==> config.mk <==
export PLATFORM = sky130hd
export DESIGN_NAME = drawing_engine
export DESIGN_NICKNAME = d
export VERILOG_FILES = /design/src/rtl/drawing_engine.sv
export SDC_FILE = /design/constraint.sdc
export NUM_CORES = 1
export LEC_CHECK = 0
export ABC_AREA = 0
export ABC_CLOCK_PERIOD_IN_PS = 3950
export BUFFER_PORTS_ARGS = -buffer_cell sky130_fd_sc_hd__buf_2
export CAP_MARGIN = 40
export CORE_MARGIN = 4
export CORE_UTILIZATION = 35
export CTS_CLUSTER_SIZE = 24
export DETAILED_ROUTE_END_ITERATION = 16
export SKIP_LAST_GASP = 1
export SYNTH_ARGS = -nofsm -noshare
export SYNTH_HDL_FRONTEND = slang
export SYNTH_SLANG_ARGS = --single-unit
export TNS_END_PERCENT = 50
==> constraint.sdc <==
create_clock -name iClk -period 3.95 [get_ports iClk]
set_input_delay 0.79 -clock iClk [delete_from_list [all_inputs] [get_ports iClk]]
set_output_delay 0.79 -clock iClk [all_outputs]
set_load 0.01 [all_outputs]
==> src/rtl/drawing_engine.sv <==
// Cell-based drawing engine: mouse cell + buttons -> VGA pixel writes, square brush, clear.
// Define DRAWING_ENGINE_ERASE_EN to let the right button erase with BG_COLOUR.
module drawing_engine #(
    parameter int SCREEN_WIDTH  = 640,
    parameter int SCREEN_HEIGHT = 480,
    parameter int CELL_DIM      = 5,
    parameter int BRUSH_MAX     = 4,
    parameter int COLOUR_BITS   = 3,
    parameter int BG_COLOUR     = 0,
    localparam int CX_BITS = $clog2(SCREEN_WIDTH / CELL_DIM),
    localparam int CY_BITS = $clog2(SCREEN_HEIGHT / CELL_DIM),
    localparam int X_BITS  = $clog2(SCREEN_WIDTH),
    localparam int Y_BITS  = $clog2(SCREEN_HEIGHT),
    localparam int B_BITS  = $clog2(BRUSH_MAX + 1)
) (
    input  logic                   iClk,
    input  logic                   iResetn,
    input  logic [CX_BITS-1:0]     iX_cell,
    input  logic [CY_BITS-1:0]     iY_cell,
    input  logic [COLOUR_BITS-1:0] iColour,
    input  logic [B_BITS-1:0]      iBrush,
    input  logic                   iLeftbtn,
    input  logic                   iRightbtn,
    input  logic                   iClear,
    input  logic                   iTxDone,
    output logic                   oStartTransmission,
    output logic                   oMouseEnable,
    output logic [X_BITS-1:0]      oX_pixel,
    output logic [Y_BITS-1:0]      oY_pixel,
    output logic [COLOUR_BITS-1:0] oColour,
    output logic                   oPlot,
    output logic                   oBusy
);

    localparam int SIDE_MAX = BRUSH_MAX * CELL_DIM;
    localparam int WH_MAX   = (SCREEN_WIDTH > SCREEN_HEIGHT) ? SCREEN_WIDTH : SCREEN_HEIGHT;
    localparam int CNT_LIM  = (WH_MAX > SIDE_MAX) ? WH_MAX : SIDE_MAX;
    localparam int CW       = $clog2(CNT_LIM);

    localparam logic [COLOUR_BITS-1:0] BG   = COLOUR_BITS'(BG_COLOUR);
    localparam logic [B_BITS-1:0]      BMAX = B_BITS'(BRUSH_MAX);

`ifdef DRAWING_ENGINE_ERASE_EN
    localparam logic ERASE_EN = 1'b1;
`else
    localparam logic ERASE_EN = 1'b0;
`endif

    typedef enum logic [2:0] {
        S_IDLE, S_PAINT, S_MDIS, S_CLEAR, S_MEN
    } state_t;

    state_t                 state_q, state_d;
    logic                   entry_q, entry_d;
    logic [CX_BITS-1:0]     cx_q, cx_d;
    logic [CY_BITS-1:0]     cy_q, cy_d;
    logic [COLOUR_BITS-1:0] col_q, col_d;
    logic [B_BITS-1:0]      bsz_q, bsz_d;
    logic [CW-1:0]          offx_q, offx_d;
    logic [CW-1:0]          offy_q, offy_d;
    logic [CX_BITS-1:0]     last_x_q, last_x_d;
    logic [CY_BITS-1:0]     last_y_q, last_y_d;
    logic                   last_vld_q, last_vld_d;
    logic                   lbtn_q, lbtn_d;
    logic                   rbtn_q, rbtn_d;
    logic [X_BITS-1:0]      px_q, px_d;
    logic [Y_BITS-1:0]      py_q, py_d;
    logic [COLOUR_BITS-1:0] ocol_q, ocol_d;
    logic                   plot_q, plot_d;
    logic                   start_q, start_d;
    logic                   men_q, men_d;
    logic                   busy_q, busy_d;

    logic                   r_act;
    logic                   moved;
    logic                   stamp;
    logic [COLOUR_BITS-1:0] stamp_col;
    logic [B_BITS-1:0]      bclamp;
    logic [31:0]            side_m1;
    logic [31:0]            px_full;
    logic [31:0]            py_full;
    logic                   x_end;
    logic                   y_end;

    always_comb begin
        r_act   = iRightbtn & ERASE_EN;
        moved   = !last_vld_q || (iX_cell != last_x_q) || (iY_cell != last_y_q);
        side_m1 = 32'(bsz_q) * 32'(CELL_DIM) - 32'd1;
        px_full = 32'(cx_q) * 32'(CELL_DIM) + 32'(offx_q);
        py_full = 32'(cy_q) * 32'(CELL_DIM) + 32'(offy_q);
        if (iBrush == '0) begin
            bclamp = B_BITS'(1);
        end else if (iBrush > BMAX) begin
            bclamp = BMAX;
        end else begin
            bclamp = iBrush;
        end
    end

    always_comb begin
        state_d    = state_q;
        cx_d       = cx_q;
        cy_d       = cy_q;
        col_d      = col_q;
        bsz_d      = bsz_q;
        offx_d     = offx_q;
        offy_d     = offy_q;
        last_x_d   = last_x_q;
        last_y_d   = last_y_q;
        last_vld_d = last_vld_q;
        px_d       = px_q;
        py_d       = py_q;
        ocol_d     = ocol_q;
        men_d      = men_q;
        plot_d     = 1'b0;
        start_d    = 1'b0;
        busy_d     = (state_q != S_IDLE);
        lbtn_d     = iLeftbtn;
        rbtn_d     = r_act;
        stamp      = 1'b0;
        stamp_col  = iColour;
        x_end      = 1'b0;
        y_end      = 1'b0;

        unique case (state_q)
            S_IDLE: begin
                if (iClear) begin
                    state_d = S_MDIS;
                end else if (iLeftbtn) begin
                    stamp = !lbtn_q || moved;
                end else if (r_act && (!rbtn_q || moved)) begin
                    stamp     = 1'b1;
                    stamp_col = BG;
                end
                if (stamp) begin
                    state_d    = S_PAINT;
                    cx_d       = iX_cell;
                    cy_d       = iY_cell;
                    col_d      = stamp_col;
                    bsz_d      = bclamp;
                    last_x_d   = iX_cell;
                    last_y_d   = iY_cell;
                    last_vld_d = 1'b1;
                    offx_d     = '0;
                    offy_d     = '0;
                end
            end
            S_PAINT: begin
                px_d   = px_full[X_BITS-1:0];
                py_d   = py_full[Y_BITS-1:0];
                ocol_d = col_q;
                plot_d = (px_full < 32'(SCREEN_WIDTH)) && (py_full < 32'(SCREEN_HEIGHT));
                x_end  = (32'(offx_q) == side_m1);
                y_end  = (32'(offy_q) == side_m1);
            end
            S_MDIS: begin
                men_d   = 1'b0;
                start_d = entry_q;
                if (!entry_q && iTxDone) begin
                    state_d = S_CLEAR;
                end
            end
            S_CLEAR: begin
                px_d   = offx_q[X_BITS-1:0];
                py_d   = offy_q[Y_BITS-1:0];
                ocol_d = BG;
                plot_d = 1'b1;
                x_end  = (32'(offx_q) == 32'(SCREEN_WIDTH - 1));
                y_end  = (32'(offy_q) == 32'(SCREEN_HEIGHT - 1));
            end
            S_MEN: begin
                men_d   = 1'b1;
                start_d = entry_q;
                if (!entry_q && iTxDone) begin
                    state_d    = S_IDLE;
                    last_vld_d = 1'b0;
                end
            end
            default: state_d = S_IDLE;
        endcase

        // Shared X-fastest scan for both the brush square and the full-frame clear
        if (state_q == S_PAINT || state_q == S_CLEAR) begin
            if (x_end) begin
                offx_d = '0;
                if (y_end) begin
                    offy_d  = '0;
                    state_d = (state_q == S_PAINT) ? S_IDLE : S_MEN;
                end else begin
                    offy_d = offy_q + CW'(1);
                end
            end else begin
                offx_d = offx_q + CW'(1);
            end
        end

        entry_d = (state_d != state_q);
    end

    always_ff @(posedge iClk or negedge iResetn) begin
        if (!iResetn) begin
            state_q    <= S_IDLE;
            entry_q    <= 1'b0;
            cx_q       <= '0;
            cy_q       <= '0;
            col_q      <= '0;
            bsz_q      <= '0;
            offx_q     <= '0;
            offy_q     <= '0;
            last_x_q   <= '0;
            last_y_q   <= '0;
            last_vld_q <= 1'b0;
            lbtn_q     <= 1'b0;
            rbtn_q     <= 1'b0;
            px_q       <= '0;
            py_q       <= '0;
            ocol_q     <= '0;
            plot_q     <= 1'b0;
            start_q    <= 1'b0;
            men_q      <= 1'b1;
            busy_q     <= 1'b0;
        end else begin
            state_q    <= state_d;
            entry_q    <= entry_d;
            cx_q       <= cx_d;
            cy_q       <= cy_d;
            col_q      <= col_d;
            bsz_q      <= bsz_d;
            offx_q     <= offx_d;
            offy_q     <= offy_d;
            last_x_q   <= last_x_d;
            last_y_q   <= last_y_d;
            last_vld_q <= last_vld_d;
            lbtn_q     <= lbtn_d;
            rbtn_q     <= rbtn_d;
            px_q       <= px_d;
            py_q       <= py_d;
            ocol_q     <= ocol_d;
            plot_q     <= plot_d;
            start_q    <= start_d;
            men_q      <= men_d;
            busy_q     <= busy_d;
        end
    end

    assign oStartTransmission = start_q;
    assign oMouseEnable       = men_q;
    assign oX_pixel           = px_q;
    assign oY_pixel           = py_q;
    assign oColour            = ocol_q;
    assign oPlot              = plot_q;
    assign oBusy              = busy_q;

endmodule

# Word-level counts from Yosys, hierarchy flattened

Index checks and enable logic that the tools add are counted.

Register bits: 72
Latch bits: 0
Bits in writable memories: 0
ROM bits: 0
Bits of input ports: 26
Output and inout port bits: 26
Word-level logic and storage cells: 97
Memories kept: 0

$add $sub $neg: 5
Multiply operators: 3
Divide/modulo/power cells: 0
Order comparisons: 3
Eq/ne operators: 13
Shifts and indexed selects: 0
Muxes and demuxes: 34
Bitwise operators: 0
Reduce and logical (&&, ||, !) cells: 22

Operators by type and width:

| operator                | number |
|---|---|
| $mux W10                | 9 |
| $eq A10 B32 Y1          | 2 |
| $mux W3                 | 10 |
| $add A10 B10 Y11        | 2 |
| $add A10 B1 Y10 const B | 2 |
| $mul A7 B3 Y10 const B  | 2 |
| $pmux W10 S2            | 1 |
| $pmux W9 S2             | 1 |
| $ne A7 B7 Y1            | 2 |
| $pmux W3 S4             | 1 |
| $lt A11 B10 Y1 const B  | 1 |
| $lt A11 B9 Y1 const B   | 1 |
| $eq A10 B10 Y1 const B  | 1 |
| $eq A10 B9 Y1 const B   | 1 |
| $pmux W1 S2             | 5 |
| $reduce_bool A2 Y1      | 5 |
| $sub A6 B1 Y7 const B   | 1 |
| $eq A3 B2 Y1 const B    | 2 |
| $logic_not A3 Y1        | 2 |
| $mul A3 B3 Y6 const B   | 1 |
| $mux W1                 | 6 |
| $pmux W3 S2             | 1 |
| $logic_or A1 B1 Y1      | 4 |
| $ne A2 B2 Y1 const B    | 2 |
| other kinds (10)        | 15 |

# Longest topological paths before layout

Gate-level depths: netlist of the first run.

Depth after elaboration: 13
Mapped depth: 14
Gate-level depth less buffers: 12

# Worst setup path after synthesis of the first run

No wires, ideal clock.

Path type: register -> register
From: reg bsz_q[0]
To: reg offy_q[9]
Setup time: 90 ps
Arrival time: 3,459 ps
Data required time: 3,860 ps
Setup slack: 401 ps
Cell stages (with the launch flop): 14
Path buffers: 2
Clock period less this slack: 3,549 ps
Path through: dfrtp_1 > inv_1 > ha_1 > ha_1 > xor2_1 > or4_4 > o211ai_2 > o311ai_1 > or4_1 > buf_2 > or3_1 > buf_6 > or3_1 > o221ai_1

Cells in the longest elaborated chain, start to end: 7
Elaborated cells between the ends (all ways): 9
Those cells by class: add/sub: 1; mul: 1; eq/ne: 2; mux: 5

RTL lines:

| what                   | RTL line | text |
|---|---|---|
| start, declared        | 58       | `logic [B_BITS-1:0] bsz_q, bsz_d;` |
| start signal, assigned | 228      | `bsz_q <= bsz_d;` |
| $mul A3 B3 Y6 *        | 88       | `side_m1 = 32'(bsz_q) * 32'(CELL_DIM) - 32'd1;` |
| $sub A6 B1 Y7 *        | 88       |  |
| $eq A10 B32 Y1         | 154      | `y_end = (32'(offy_q) == side_m1);` |
| $pmux W1 S2            | 125      | `unique case (state_q)` |
| $mux W10               | 186      | `if (y_end) begin` |
| $mux W10 *             | 184      | `if (x_end) begin` |
| $mux W10 *             | 183      | `if (state_q == S_PAINT \|\| state_q == S_CLEAR) begin` |
| via offy_d[9]          | 60       | `logic [CW-1:0] offy_q, offy_d;` |
| end signal, assigned   | 230      | `offy_q <= offy_d;` |
| end, declared          | 60       |  |

The timed path passes the listed nets; every way through them passes the cells marked *.
A chain may end at the register's enable or synchronous reset.

# Worst setup path after layout of the first run

From: reg bsz_q[0]
To: reg offy_q[3]

Same word-level chain as after synthesis.

==> impl_results.md, run 1 <==
- DR iter-0 viols: 248
- Dpl cell area: 0.00577 mm²
- Sw frac: 42.6%
- Later-pin clock latency in the skew report: 0.34 ns
- Setup Skew: 0.00693 ns
- Count leader, synth: dfrtp_1
- Hold Violations, Final: 0
- # nets final: 706
- Synth Flop Type: dfrtp_1
- Area leader, netlist: dfrtp_1
- Synthesized instance count: 574
- Initial antenna violation count: 0
- Post-Synth Adder-Cell Area: 15.1%
- Total power: 4.59 mW
- Sequential area share after synthesis: 34.0%
- Site row count: 44
- Post-synth EDFFs: 0
- CTS Root Cell: clkbuf_16
- Post-CTS Setup Bufs: 0
- Fin. max-slew vios: 0
- GR peak layer: met2
- Multiplexer area fraction after synthesis: 5.73%
- Vias per Instance: 5.27
- Die width: 131 µm
- Grt ovf: 0
- Clock Path Buffers: 2
- Drt drc: 0
- Crit start category: register
- Post-Synth Simple-Gate Area: 16.5%
- Complex-gate fraction of the synthesized area: 16.8%
- Commonest cells in the netlist: dfrtp_1, inv_1, nand2_1
- Yosys top cell area share: 33.5%
- Layout cells sized above 1: 17.4%
- Synth area leaders: dfrtp_1, ha_1, fa_1
- Syn_nets: 657
- H-tree depth: 3
- Worst IR Drop VDD: 0.323 mV
- Logic pwr share: 52.8%
- Max_cap viols: 0
- Met1 usage: 20.2%
- Via count: 4269
- IO buf count: 50
- Post-synth ARST share: 100%
- Antenna Nets Post-Route: 0
- Mean post-synth cell area: 9.24 µm²
- Hold-fix buffers at CTS: 0
- Final core utilization: 41.5%
- Final instance area: 0.00609 mm²
- Clock power frac: 18.8%
- GR Util met2: 24.8%
- Internal power: 2.64 mW
- Post-synth cell types: 63
- I/O Pins: 52
- Period utilisation layout: 95.0%
- Layout overhead on the synthesized area: 14.9%
- Starting density of the core: 36.1%
- CP Capture Type: register
- Final setup TNS: 0 ns
- Worst Max-Slew Pin Slew: 0.701 ns
- Total track usage: 15.0%
- Fin Hold WS: 0.389 ns
- Clock slew at reported path FFs: 0.06 ns
- Pwr dens: 754 mW/mm²
- Critical path class: register to register
- Worst rel slew slack: 53.1%
- Part of the power in registers: 28.3%
- Wire per inst: 15.7 µm
- Vias in the first global route: 4298
- WP data arrival: 4.02 ns
- Minimum clock period: 3.75 ns
- Die Y: 131 µm
- CTS Sinks: 72
- Grt met3 use: 3.06%
- First-pass GRT wire length: 21500 µm
- CTS tree: yes
- Static Leakage: 2.92 nW
- Post-synthesis xor/xnor area fraction: 6.27%
- Largest family of logic cells by synthesized area: compound AO/OA/AOI/OAI gates
- Placeable Area: 0.0147 mm²
- WP data required: 4.22 ns
- Status: complete, no violations
- Crit Path Max Fanout: 10
- Worst Hold Class: input port to asynchronous set/reset pin
- Antenna cells: 0
- Number of CTS-inserted buffers: 9
- Post-DP HPWL: 9690 µm
- Count of final setup violators: 0
- Post-CTS sizing: 0
- Synthesized flop and latch total: 72
- Net Switching: 1.95 mW
- Die ar.: 0.0172 mm²
- Largest net degree at the start of global routing: 48
- Post-Route WL: 12700 µm
- First-pass DRT Iterations: 4
- Fill cells: 1457
- F_max: 266 MHz
- Final RePlAce weighted congestion: 0.821
- Netlist Area Pre-Place: 0.00531 mm²
- Yosys warns: 0
power by group through the flow:
stage / combinational (mW) / clock, mW / sequential (mW)
after floorplan: 1.86 / 0 / 1.23
after global placement: 2.32 / 0 / 1.30
after detailed placement: 2.41 / 0 / 1.31
after CTS: 2.43 / 0.885 / 1.30
after global routing: 2.75 / 0.923 / 1.35
final: 2.43 / 0.865 / 1.30
metrics by stage:
| step | setup WS (ns) | cells |
|---|---|---|
| global placement | 0.244 | 795 |
| global route | -0.0503 | 810 |
| CTS | 0.0868 | 810 |
| floorplan | 0.401 | 574 |
| detailed placement | 0.116 | 796 |
| finish | 0.197 | 810 |
area by class of cell:
| cell class | count | area, µm² | area share (%) |
|---|---|---|---|
| multi-input cells | 432 | 3230 | 53.0 |
| flip-flops and latches | 72 | 1800 | 29.6 |
| repair buffers | 60 | 340 | 5.59 |
| clock buffers | 10 | 239 | 3.92 |
| well taps | 184 | 230 | 3.78 |
| inverters | 48 | 180 | 2.96 |
| clock inverters | 4 | 70.1 | 1.15 |
final timing paths:
kind                           endpoint         from  slack [ns]  cells past startpoint
setup / recovery              offy_q[3]     bsz_q[0]        0.20                     12
hold reg to reg             oX_pixel[3]  oX_pixel[3]        0.47                      2
max in group asynchronous  oMouseEnable      iResetn        2.92                      2
min in group iClk           oX_pixel[3]  oX_pixel[3]        0.47                      2
hold / removal              last_y_q[5]      iResetn        0.39                      1
setup reg to reg              offy_q[3]     bsz_q[0]        0.20                     12
flip-flops by register name, summed over array words and instances (netlist names), 3 cells and up:
signal / cells
oColour: 3
last_x_q: 7
oY_pixel: 9
state_q: 3
last_y_q: 7
offy_q: 10
bsz_q: 3
oX_pixel: 10
offx_q: 10
col_q: 3
logic make-up (layout without fill, tap and decap cells):
| family | after synthesis | after routing |
|---|---|---|
| AOI/OAI and AO/OA | 141 | 141 |
| buffers and inverters | 70 | 122 |
| muxes | 28 | 28 |
| DFF | 72 | 72 |
| adders and majority gates | 57 | 57 |
| and+or+nand+nor | 168 | 168 |
| xor gates and xnor gates | 38 | 38 |
layout by cell type, fill, tap and decap left out, types with 14 or more instances in the layout:
cell / count
a21oi_1: 33
buf_2: 49
dfrtp_1: 71
ha_1: 45
inv_1: 47
mux2_2: 19
nand2_1: 47
nand2b_1: 15
nor2_1: 29
nor3_1: 14
o21ai_0: 43
xnor2_1: 24
xor2_1: 14
worst max-delay path, stage by stage, from the launching register on:
cell       delay, ns
dfrtp_1         0.42
inv_1           0.10
ha_1            0.30
ha_1            0.34
o21ai_0         0.22
a31oi_1         0.18
a2111oi_0       0.48
o311ai_1        0.16
or4_1           0.53
or3_4           0.46
buf_4           0.19
o211ai_2        0.15
o21a_1          0.14
layer usage:
layer / up-vias / wire [µm] / part of all wire (%)
met3: 20 / 525 / 4.1
met5: - / 0 / 0
li1: 2123 / - / -
met2: 80 / 6000 / 47
met1: 2046 / 5960 / 47
met4: 0 / 229 / 1.8
(Power assumes the default switching activity.)
==> run 2, diff against run 1 <==
==> constraint.sdc (replaced) <==
create_clock -name iClk -period 3.95 [get_ports iClk]
set_input_delay 0.395 -clock iClk [delete_from_list [all_inputs] [get_ports iClk]]
set_output_delay 0.395 -clock iClk [all_outputs]
set_load 0.01 [all_outputs]
==> run 2 against run 1 <==
  * First-iteration DRC count increased by 5.6%
  * Sequential cell count stayed put
  * Die area stayed put
  * Worst setup slack improved by 0.050 ns
  * Combinational power about the same
  * Via count up 2.1%
  * Core utilization hardly changed
  * Sequential power about the same
  * Worst hold slack got worse by 0.19 ns
  * Largest cell class unchanged
  * Largest power group unchanged
==> impl_results.md, run 2 (same netlist as run 1, synthesis figures left out) <==
- Wire per inst: 15.5 µm
- H-tree depth: 3
- CP cell instances: ha_1 > ha_1 > o21ai_0 > or3_1 > a211oi_1 > a21oi_1 > a2111oi_0 > or3_4 > buf_4 > o22ai_1 > or2_2
- Minimum clock period: 3.70 ns
- Bufs and invs on worst path: 1
- CP Capture Type: register
- Grt ovf: 0
- Worst Hold End: lbtn_q
- Fin. max-slew vios: 0
- IO buf count: 50
- Worst Hold Class: input port to register
- I/O Pins: 52
- Min-delay src: iLeftbtn
- Worst IR Drop VDD: 0.299 mV
- First-pass DRT Iterations: 5
- Layout cells sized above 1: 17.5%
- Via count: 4358
- Critical path class: register to register
- WP data required: 4.17 ns
- Number of CTS-inserted buffers: 9
- Final instance area: 0.00610 mm²
- Die Y: 131 µm
- Worst Max-Slew Pin Slew: 0.702 ns
- CTS Sinks: 72
- Die width: 131 µm
- Starting density of the core: 36.1%
- R2r startpoint: bsz_q[0]
- Reg2Reg Setup Slack: 0.25 ns
- Status: complete, no violations
- Clock slew at reported path FFs: 0.06 ns
- Final setup TNS: 0 ns
- Placeable Area: 0.0147 mm²
- Worst r2r dst: offy_q[4]
- Largest net degree at the start of global routing: 53
- Die ar.: 0.0172 mm²
- Dpl cell area: 0.00577 mm²
- CP max-delay cell: dfrtp_2
- Crit Path Max Fanout: 11
- Commonest non-fill, non-tap cell in the layout: dfrtp_1
- Layout overhead on the synthesized area: 14.9%
- Total power: 4.55 mW
- Setup Skew: 0.00473 ns
- RSZ-0062 raised after global routing: no
- Crit path top cell by count: ha_1
- Crit start category: register
- Commonest cells after routing, fill and taps aside: dfrtp_1, buf_2, inv_1, nand2_1, ha_1
- Antenna Nets Post-Route: 0
- Post-DP HPWL: 9660 µm
- Hold Violations, Final: 0
- F_max: 270 MHz
- Period utilisation layout: 93.8%
- First-pass GRT wire length: 21700 µm
- Drt drc: 0
- Vias in the first global route: 4441
- Later-pin clock latency in the skew report: 0.34 ns
- CTS tree: yes
- Max_cap viols: 0
- Count of final setup violators: 0
- Site row count: 44
- Crit-path leading delay family: compound AO/OA/AOI/OAI gates
- Min-Delay Path Depth: 1
- Initial antenna violation count: 0
- Worst rel slew slack: 53.0%
- CP peak stage delay: 0.46 ns
- # nets final: 707
- WP data arrival: 3.92 ns
- Worst Reg-to-Reg Cells: 11
- Pwr dens: 746 mW/mm²
- Vias per Instance: 5.37
- Antenna cells: 0
- Final RePlAce weighted congestion: 0.831
- Clock Path Buffers: 2
- CTS Root Cell: clkbuf_16
- Static Leakage: 2.92 nW
- Post-CTS Setup Bufs: 0
- Post-Route WL: 12600 µm
- Total track usage: 15.2%
- DR iter-0 viols: 262
run 2: cell count changes in the layout (fill, tap and decap cells not counted), sizes merged:
cell and change:
dlygate4sd3 +1, clkbuf +2, bufinv -1
run 2: cell type report:
| type | count | area, µm² |
|---|---|---|
| clock inverter | 3 | 40.0 |
| inverter | 48 | 180 |
| sequential | 72 | 1800 |
| tap | 184 | 230 |
| fill | 1425 | 8600 |
| timing repair buffer | 61 | 358 |
| clock buffer | 12 | 267 |
| multi-input combinational | 432 | 3220 |
run 2: repair_timing:
action | in CTS | in global routing
hold buffers | 1 | 0
resized for setup | 0 | 2
setup endpoints to repair | 0 | 9
endpoints found under the hold margin | 20 | 0
run 2: per-layer routing:
layer	up-vias	global-route usage [%]	part of all wire (%)
met2	80	25.8	49
met5	-	0	0
met3	14	3.02	4.6
li1	2134	-	-
met4	0	3.73	1.1
met1	2130	20.2	45
run 2: report_power, final:
group	total, mW	internal (mW)	switching, mW
Sequential	1.30	0.982	0.320
Clock	0.848	0.535	0.313
Combinational	2.40	1.09	1.31
run 2: how the worst max path moves through the flow:
stage | start | to | slack, ns | depth (start not counted)
2_1_floorplan | bsz_q[0] | offy_q[9] | 0.40 | 13
3_3_place_gp | bsz_q[0] | offy_q[4] | 0.15 | 12
3_5_place_dp | bsz_q[0] | offy_q[2] | 0.05 | 12
4_1_cts | bsz_q[0] | offy_q[2] | 0.005 | 12
5_1_grt | bsz_q[0] | offy_q[2] | 0.03 | 12
6_report | bsz_q[0] | offy_q[4] | 0.25 | 11
run 2: stage by stage:
stage | utilization [%] | hold WS, ns | setup WS [ns] | instances
after floorplan | - | 0.0994 | 0.401 | 574
after global placement | 39.1 | 0.449 | 0.151 | 795
after detailed placement | 39.3 | 0.307 | 0.0456 | 796
after CTS | 41.4 | 0.198 | 0.00493 | 812
after global routing | 41.5 | 0.193 | 0.0307 | 812
final | 41.5 | 0.201 | 0.247 | 812
